$ cat src/rtl/bp_pkg.sv
// Shared types and sizing helpers for the bimodal branch predictor and its BTB.
`ifndef DATA_WIDTH
`define DATA_WIDTH 32
`endif

package bp_pkg;

    localparam int unsigned DATA_WIDTH = `DATA_WIDTH;

    typedef enum logic [1:0] {
        SNT = 2'b00,
        WNT = 2'b01,
        WT  = 2'b10,
        ST  = 2'b11
    } ctr_e;

    // Tag is held zero-extended to DATA_WIDTH so the struct needs no ENTRIES parameter.
    typedef struct packed {
        logic                  valid;
        logic [DATA_WIDTH-1:0] tag;
        logic [DATA_WIDTH-1:0] target;
        ctr_e                  ctr;
    } bp_entry_t;

    function automatic int unsigned idx_width(input int unsigned entries);
        return $clog2(entries);
    endfunction

    function automatic int unsigned tag_width(input int unsigned entries);
        return DATA_WIDTH - $clog2(entries) - 2;
    endfunction

endpackage

$ cat src/rtl/branch_predictor_if.sv
// Fetch-side lookup and execute-side training signals of the branch predictor.
interface branch_predictor_if;
    import bp_pkg::*;

    logic [DATA_WIDTH-1:0] pred_pc_i;
    logic                  pred_taken_o;
    logic [DATA_WIDTH-1:0] pred_target_o;
    logic                  upd_valid_i;
    logic [DATA_WIDTH-1:0] upd_pc_i;
    logic                  upd_taken_i;
    logic [DATA_WIDTH-1:0] upd_target_i;
    logic                  upd_pred_taken_i;
    logic [DATA_WIDTH-1:0] upd_pred_target_i;
    logic                  mispredict_o;
    logic [31:0]           br_cnt_o;
    logic [31:0]           mispred_cnt_o;

    modport master (
        output pred_pc_i, upd_valid_i, upd_pc_i, upd_taken_i, upd_target_i,
               upd_pred_taken_i, upd_pred_target_i,
        input  pred_taken_o, pred_target_o, mispredict_o, br_cnt_o, mispred_cnt_o
    );

    modport slave (
        input  pred_pc_i, upd_valid_i, upd_pc_i, upd_taken_i, upd_target_i,
               upd_pred_taken_i, upd_pred_target_i,
        output pred_taken_o, pred_target_o, mispredict_o, br_cnt_o, mispred_cnt_o
    );

endinterface

$ cat src/rtl/bp_sat_ctr.sv
// Next-state logic of a 2-bit saturating taken/not-taken counter.
module bp_sat_ctr
    import bp_pkg::*;
(
    input  ctr_e i_ctr,
    input  logic i_taken,
    output ctr_e o_ctr
);

    always_comb begin
        o_ctr = i_ctr;
        unique case (i_ctr)
            SNT:     o_ctr = i_taken ? WNT : SNT;
            WNT:     o_ctr = i_taken ? WT  : SNT;
            WT:      o_ctr = i_taken ? ST  : WNT;
            ST:      o_ctr = i_taken ? ST  : WT;
            default: o_ctr = WNT;
        endcase
    end

endmodule

$ cat src/rtl/branch_predictor.sv
// Direct-mapped bimodal predictor with BTB: same-cycle lookup, trained by resolved branches.
module branch_predictor
    import bp_pkg::*;
#(
    parameter int unsigned ENTRIES = 16
) (
    input  logic               clk,
    input  logic               rst_n,
    branch_predictor_if.slave  bus
);

    localparam int unsigned IDX = idx_width(ENTRIES);
    localparam int unsigned TAG = tag_width(ENTRIES);

    bp_entry_t   r_table [ENTRIES];
    logic [31:0] r_br_cnt;
    logic [31:0] r_mispred_cnt;

    logic [IDX-1:0]        w_pred_idx;
    logic [IDX-1:0]        w_upd_idx;
    logic [DATA_WIDTH-1:0] w_pred_tag;
    logic [DATA_WIDTH-1:0] w_upd_tag;
    bp_entry_t             w_pred_e;
    bp_entry_t             w_upd_e;
    logic                  w_pred_hit;
    logic                  w_upd_hit;
    logic                  w_mispredict;
    ctr_e                  w_upd_ctr_next;

    assign w_pred_idx = bus.pred_pc_i[IDX+1:2];
    assign w_upd_idx  = bus.upd_pc_i[IDX+1:2];
    assign w_pred_tag = {{(DATA_WIDTH-TAG){1'b0}}, bus.pred_pc_i[DATA_WIDTH-1:IDX+2]};
    assign w_upd_tag  = {{(DATA_WIDTH-TAG){1'b0}}, bus.upd_pc_i[DATA_WIDTH-1:IDX+2]};

    assign w_pred_e   = r_table[w_pred_idx];
    assign w_upd_e    = r_table[w_upd_idx];
    assign w_pred_hit = w_pred_e.valid && (w_pred_e.tag == w_pred_tag);
    assign w_upd_hit  = w_upd_e.valid && (w_upd_e.tag == w_upd_tag);

    // Lookup reads the registered table only, so a same-cycle update is not bypassed.
    always_comb begin
        bus.pred_taken_o  = w_pred_hit && w_pred_e.ctr[1];
        bus.pred_target_o = bus.pred_taken_o ? w_pred_e.target : '0;
    end

    always_comb begin
        w_mispredict = 1'b0;
        if (bus.upd_valid_i) begin
            w_mispredict = (bus.upd_taken_i != bus.upd_pred_taken_i) ||
                           (bus.upd_taken_i && bus.upd_pred_taken_i &&
                            (bus.upd_target_i != bus.upd_pred_target_i));
        end
    end

    assign bus.mispredict_o  = w_mispredict;
    assign bus.br_cnt_o      = r_br_cnt;
    assign bus.mispred_cnt_o = r_mispred_cnt;

    bp_sat_ctr u_sat_ctr (
        .i_ctr   (w_upd_e.ctr),
        .i_taken (bus.upd_taken_i),
        .o_ctr   (w_upd_ctr_next)
    );

    always_ff @(posedge clk) begin
        if (!rst_n) begin
            for (int i = 0; i < int'(ENTRIES); i++) begin
                r_table[i] <= '{valid: 1'b0, tag: '0, target: '0, ctr: WNT};
            end
        end else if (bus.upd_valid_i) begin
            if (w_upd_hit) begin
                r_table[w_upd_idx].ctr <= w_upd_ctr_next;
                if (bus.upd_taken_i) begin
                    r_table[w_upd_idx].target <= bus.upd_target_i;
                end
            end else if (bus.upd_taken_i) begin
                // Taken miss evicts whatever aliased entry lives at this index.
                r_table[w_upd_idx] <= '{valid: 1'b1, tag: w_upd_tag,
                                        target: bus.upd_target_i, ctr: WT};
            end
        end
    end

    always_ff @(posedge clk) begin
        if (!rst_n) begin
            r_br_cnt      <= '0;
            r_mispred_cnt <= '0;
        end else if (bus.upd_valid_i) begin
            r_br_cnt <= r_br_cnt + 32'd1;
            if (w_mispredict) begin
                r_mispred_cnt <= r_mispred_cnt + 32'd1;
            end
        end
    end

endmodule

$ cat src/flat_wrapper.sv
// flat-port wrapper written by rule: the top's interface ports become plain ports
module branch_predictor_flat import bp_pkg::*;
#(
    parameter int unsigned ENTRIES = 16
)
  (clk, rst_n, bus_pred_pc_i, bus_upd_valid_i, bus_upd_pc_i, bus_upd_taken_i, bus_upd_target_i, bus_upd_pred_taken_i, bus_upd_pred_target_i, bus_pred_taken_o, bus_pred_target_o, bus_mispredict_o, bus_br_cnt_o, bus_mispred_cnt_o);
  branch_predictor_if bus_i ();
  input  logic clk;
  input  logic rst_n;
  input wire logic [$bits(bus_i.pred_pc_i)-1:0] bus_pred_pc_i;
  input wire logic [$bits(bus_i.upd_valid_i)-1:0] bus_upd_valid_i;
  input wire logic [$bits(bus_i.upd_pc_i)-1:0] bus_upd_pc_i;
  input wire logic [$bits(bus_i.upd_taken_i)-1:0] bus_upd_taken_i;
  input wire logic [$bits(bus_i.upd_target_i)-1:0] bus_upd_target_i;
  input wire logic [$bits(bus_i.upd_pred_taken_i)-1:0] bus_upd_pred_taken_i;
  input wire logic [$bits(bus_i.upd_pred_target_i)-1:0] bus_upd_pred_target_i;
  output wire logic [$bits(bus_i.pred_taken_o)-1:0] bus_pred_taken_o;
  output wire logic [$bits(bus_i.pred_target_o)-1:0] bus_pred_target_o;
  output wire logic [$bits(bus_i.mispredict_o)-1:0] bus_mispredict_o;
  output wire logic [$bits(bus_i.br_cnt_o)-1:0] bus_br_cnt_o;
  output wire logic [$bits(bus_i.mispred_cnt_o)-1:0] bus_mispred_cnt_o;
  assign bus_i.pred_pc_i = bus_pred_pc_i;
  assign bus_i.upd_valid_i = bus_upd_valid_i;
  assign bus_i.upd_pc_i = bus_upd_pc_i;
  assign bus_i.upd_taken_i = bus_upd_taken_i;
  assign bus_i.upd_target_i = bus_upd_target_i;
  assign bus_i.upd_pred_taken_i = bus_upd_pred_taken_i;
  assign bus_i.upd_pred_target_i = bus_upd_pred_target_i;
  assign bus_pred_taken_o = bus_i.pred_taken_o;
  assign bus_pred_target_o = bus_i.pred_target_o;
  assign bus_mispredict_o = bus_i.mispredict_o;
  assign bus_br_cnt_o = bus_i.br_cnt_o;
  assign bus_mispred_cnt_o = bus_i.mispred_cnt_o;
  branch_predictor #(.ENTRIES(ENTRIES)) u_core (.clk(clk), .rst_n(rst_n), .bus(bus_i));
endmodule
$ cat config.mk
export PLATFORM = sky130hd
export DESIGN_NAME = branch_predictor_flat
export DESIGN_NICKNAME = d
export VERILOG_FILES = /design/src/rtl/bp_pkg.sv /design/src/rtl/branch_predictor_if.sv /design/src/rtl/bp_sat_ctr.sv /design/src/rtl/branch_predictor.sv /design/src/flat_wrapper.sv
export SDC_FILE = /design/constraint.sdc
export NUM_CORES = 2
export LEC_CHECK = 0
export CAP_MARGIN = 10
export CORE_UTILIZATION = 25
export CTS_CLUSTER_SIZE = 28
export DETAILED_ROUTE_END_ITERATION = 10
export DONT_BUFFER_PORTS = 1
export PLACE_DENSITY = 0.43
export SLEW_MARGIN = 20
export SYNTH_ARGS = -nofsm -noshare
export SYNTH_HDL_FRONTEND = slang
export SYNTH_SLANG_ARGS = --single-unit
$ cat constraint.sdc
create_clock -name clk -period 6.8 [get_ports clk]
set_input_delay 0.68 -clock clk [delete_from_list [all_inputs] [get_ports clk]]
set_output_delay 0.68 -clock clk [all_outputs]
set_load 0.05 [all_outputs]
==> metrics.yaml <==
cts:
  insertion_delay_ns: 0.78
  tritoncts: "done"
  tritoncts_num_sinks: 1040
  cts_repair_resize_count: 0
  clk_transition_reported_paths_ns: 0.06
  htree_levels: 4
  root_buffer: "sky130_fd_sc_hd__clkbuf_16"
  cts-buffers-inserted: 131
  clockBufferDepth: 3
sta:
  finalHoldViolCount: 0
  max_slew.worst_pin.slew_ns: 1.18
  clock-skew-final_ns: 0.0504
  setup_viol_count_final: 0
  maxSlewViolCount: 0
  slew-limit-headroom_pct: 21.5
  time_the_worst_path_needs_with_i_o_delays_and_setup_ns: 5.03
  finalWorstSetupSlack_ns: 1.77
  final_min_period_over_clock_period_pct: 74.0
  rsz0062_at_grt: "no"
  final.setup.tns_ns: 0
  maxClockFrequency_mhz: 199
global_routing:
  wire_length_of_the_first_global_routing_pass_mm: 259
  maximum_number_of_pins_on_one_net_before_global_route_repair: 247
  grt_use_total_pct: 17.4
  overall_overflow_remaining_after_global_route: 0
  vias_in_the_first_global_route: 31900
  antenna_violations_before_repair: 13
pwr:
  worst_ir_drop_vdd_v: 0.000258
  cellInternalPower_mw: 11.7
  power_frac_clock_pct: 44.0
  sw_frac_of_total_pct: 24.1
  power.share.sequential_pct: 48.4
  p_switching_mw: 3.70
  total_leakage_power_nw: 21.2
  power.share.combinational_pct: 7.6
  pwr_dens_nw_per_um2: 259
synthesis:
  syn_nets: 3697
  ys_seq_area_share_pct: 58.6
  netlist-cell-type-count: 54
  postSynthAreaPerCell_um2: 14.6
  synth_area_leaders: "sky130_fd_sc_hd__edfxtp_1 55%, sky130_fd_sc_hd__mux4_2 16%, sky130_fd_sc_hd__and2_1 6.8%"
  cells_after_synth: 3561
  synth.top_cells.by_count: "960 x sky130_fd_sc_hd__edfxtp_1, 566 x sky130_fd_sc_hd__and2_1, 437 x sky130_fd_sc_hd__and3_1, 361 x sky130_fd_sc_hd__mux4_2, 278 x sky130_fd_sc_hd__clkbuf_1"
  synth_top_cell_by_area: "sky130_fd_sc_hd__edfxtp_1"
  synthesis.yosys.warnings: 0
  synth_top_area_share_pct: 55.5
  synthFlopType: "sky130_fd_sc_hd__edfxtp_1"
  ys_async_sr_fraction_pct: 0
  synth_enable_flop_cells: 960
  synthMostInstantiatedCell: "sky130_fd_sc_hd__edfxtp_1"
  netlist_area_um2: 52000
  postSynthRegisterBits: 1040
placed_design:
  gp_routability_congestion: 0.760
  detailed_place_hpwl_mm: 96.7
  port_buffers: 0
  placement.setup.worst_slack_ns: 1.60
  placed_instances: 5990
worst_setup_path:
  worst_path_most_repeated_cell: "sky130_fd_sc_hd__mux4_2"
  worst_ep_arrival_time_ns: 4.35
  setup.worst_path.end_class: "output pin"
  cpPeakStageDelay_ns: 0.66
  family_with_the_most_delay_on_the_worst_path: "multiplexers"
  worst_ep_required_time_ns: 6.12
  critPathLaunchType: "flip-flop"
  crit_slowest_cell: "sky130_fd_sc_hd__nor2b_2"
  timing.critical_path.fanout_max: 33
  worstPathBufferInverterCount: 1
  setup.worst_path.class: "reg -> out"
  cp_cell_sequence: "mux4_2 -> mux4_2 -> xor2_1 -> a221oi_1 -> o2111ai_1 -> a2111oi_0 -> nand4_1 -> buf_4 -> nor2b_2"
routing:
  routed-via-count: 31100
  detail_route.wirelength_mm: 185
  drt_iter0_markers: 2757
  drt_pre_antenna_iters: 5
  avgRoutedWirePerCell_um: 29.6
  post-route-drc-count: 0
  viasPerCell: 4.99
  route.antenna.remaining_nets: 0
final_layout:
  syn_to_final_growth_pct: 14.1
  final_cell_count_no_fill: 6230
  post_route_cells_drive_above_1_share_pct: 20.4
  fin_nets: 3572
  postLayoutCoreUtil_pct: 28.8
  filler_cell_count: 20500
run_status:
  status: "complete, no violations"
floorplanning:
  placeableCoreArea_um2: 206000
  top_level_ports: 231
  initial_cell_density_of_the_core_pct: 25.3
  die_area_um2: 210000
  die_h_um: 458
  die_w_um: 458
  placementRows: 166
worst_hold_path:
  hold_path_class: "in -> reg"
flow_run:
  drv_cap: 0
-- cells by family (layout without fill, tap and decap cells) --
group | after synthesis | count (layout) | share of synthesized area, %
other | 0 | 4 | 0
and+or+nand+nor | 1302 | 1302 | 15.1
DFF | 1040 | 1040 | 58.6
AOI/OAI and AO/OA | 197 | 197 | 2.67
xor gates and xnor gates | 142 | 142 | 2.39
adders and majority gates | 3 | 3 | 0.0722
buffers and inverters | 381 | 358 | 2.93
muxes | 496 | 496 | 18.3
-- power by group through the flow --
stage / clock network, mW / registers, mW / logic, mW
2_1_floorplan: 0 / 7.53 / 0.916
3_3_place_gp: 0 / 7.57 / 1.17
3_5_place_dp: 0 / 7.57 / 1.17
4_1_cts: 6.92 / 7.44 / 1.18
5_1_grt: 7.13 / 7.47 / 1.22
6_report: 6.76 / 7.44 / 1.17
-- repair_timing --
action / CTS / global route
hold buffers: 1 / 0
endpoints found under the hold margin: 19 / 0
setup buffers: 0 / 0
-- worst reg2reg max path, delay by kind of cell (launching register included) --
| kind | cells | cell delay, ns |
|---|---|---|
| AOI/OAI and AO/OA | 1 | 0.72 |
| xor gates and xnor gates | 1 | 0.41 |
| buffers and inverters | 1 | 0.32 |
| DFF | 1 | 0.39 |
| muxes | 2 | 0.64 |
| and+or+nand+nor | 5 | 1.92 |
-- metrics by stage --
| stage | hold slack (ns) | area (µm²) | total power [mW] |
|---|---|---|---|
| 6_report | 0.0922 | 59300 | 15.4 |
| 5_1_grt | 0.0361 | 59300 | 15.8 |
| 4_1_cts | 0.00787 | 59300 | 15.5 |
| 3_5_place_dp | 0.474 | 55200 | 8.74 |
| 3_3_place_gp | 0.476 | 55200 | 8.74 |
| 2_1_floorplan | 0.444 | 52000 | 8.44 |
-- path summary, 6_finish.rpt --
path                                        startpoint               endpoint  depth (start not counted)  slack, ns
worst min-delay path              bus_upd_target_i[10]  u_core.r_table[8][12]                          1       0.09
worst max register to register   u_core.r_table[2][36]  u_core.r_table[6][41]                         10       2.07
worst max-delay path            u_core.r_table[10][46]   bus_pred_target_o[0]                          9       1.77
worst min register to register   u_core.r_table[4][60]  u_core.r_table[4][60]                          1       0.49
-- placed cells by master, fill, tap and decap left out, types with 14 or more instances in the layout --
cell	instances
sky130_fd_sc_hd__edfxtp_1	960
sky130_fd_sc_hd__and2_1	566
sky130_fd_sc_hd__and3_1	437
sky130_fd_sc_hd__mux4_2	361
sky130_fd_sc_hd__clkbuf_16	133
sky130_fd_sc_hd__mux2i_1	117
sky130_fd_sc_hd__buf_4	100
sky130_fd_sc_hd__xnor2_1	93
sky130_fd_sc_hd__dfxtp_1	80
sky130_fd_sc_hd__nand2_1	71
sky130_fd_sc_hd__xor2_1	49
sky130_fd_sc_hd__nor2b_1	40
sky130_fd_sc_hd__clkbuf_1	37
sky130_fd_sc_hd__nand3_1	33
sky130_fd_sc_hd__nand4_1	26
sky130_fd_sc_hd__nor2_1	26
sky130_fd_sc_hd__clkinv_1	26
sky130_fd_sc_hd__nor3_1	24
sky130_fd_sc_hd__a22oi_1	21
sky130_fd_sc_hd__o21ai_0	21
sky130_fd_sc_hd__a211oi_1	19
sky130_fd_sc_hd__o31ai_1	18
sky130_fd_sc_hd__mux2_2	17
sky130_fd_sc_hd__clkinv_2	17
sky130_fd_sc_hd__nor2_4	16
sky130_fd_sc_hd__nand2b_2	16
sky130_fd_sc_hd__o21ai_4	16
sky130_fd_sc_hd__a21o_1	16
sky130_fd_sc_hd__a21oi_1	14
-- sequential cells by signal (all words and copies together) (netlist names) --
| signal | count |
|---|---|
| u_core.r_table | 976 |
| u_core.bus.mispred_cnt_o | 32 |
| u_core.bus.br_cnt_o | 32 |
-- metal layers --
layer | wire length, µm | vias to the layer above | share of wire, % | global-route usage [%]
met4 | 4130 | 0 | 2.2 | 4.49
li1 | - | 13400 | - | -
met1 | 78400 | 16500 | 42 | 22.5
met5 | 0 | - | 0 | 0
met3 | 9620 | 223 | 5.2 | 2.75
met2 | 92400 | 907 | 50 | 30.0
-- cell type report --
type | count | area (µm²) | share of cell area, %
sequential | 1040 | 30400 | 51.3
multi-input combinational | 2140 | 20400 | 34.4
clock buffer | 171 | 3480 | 5.87
tap | 2688 | 3360 | 5.67
timing repair buffer | 112 | 981 | 1.65
clock inverter | 64 | 576 | 0.971
inverter | 11 | 41.3 | 0.0697
antenna | 4 | 10.0 | 0.0169
Power figures use the tool's default switching activity.
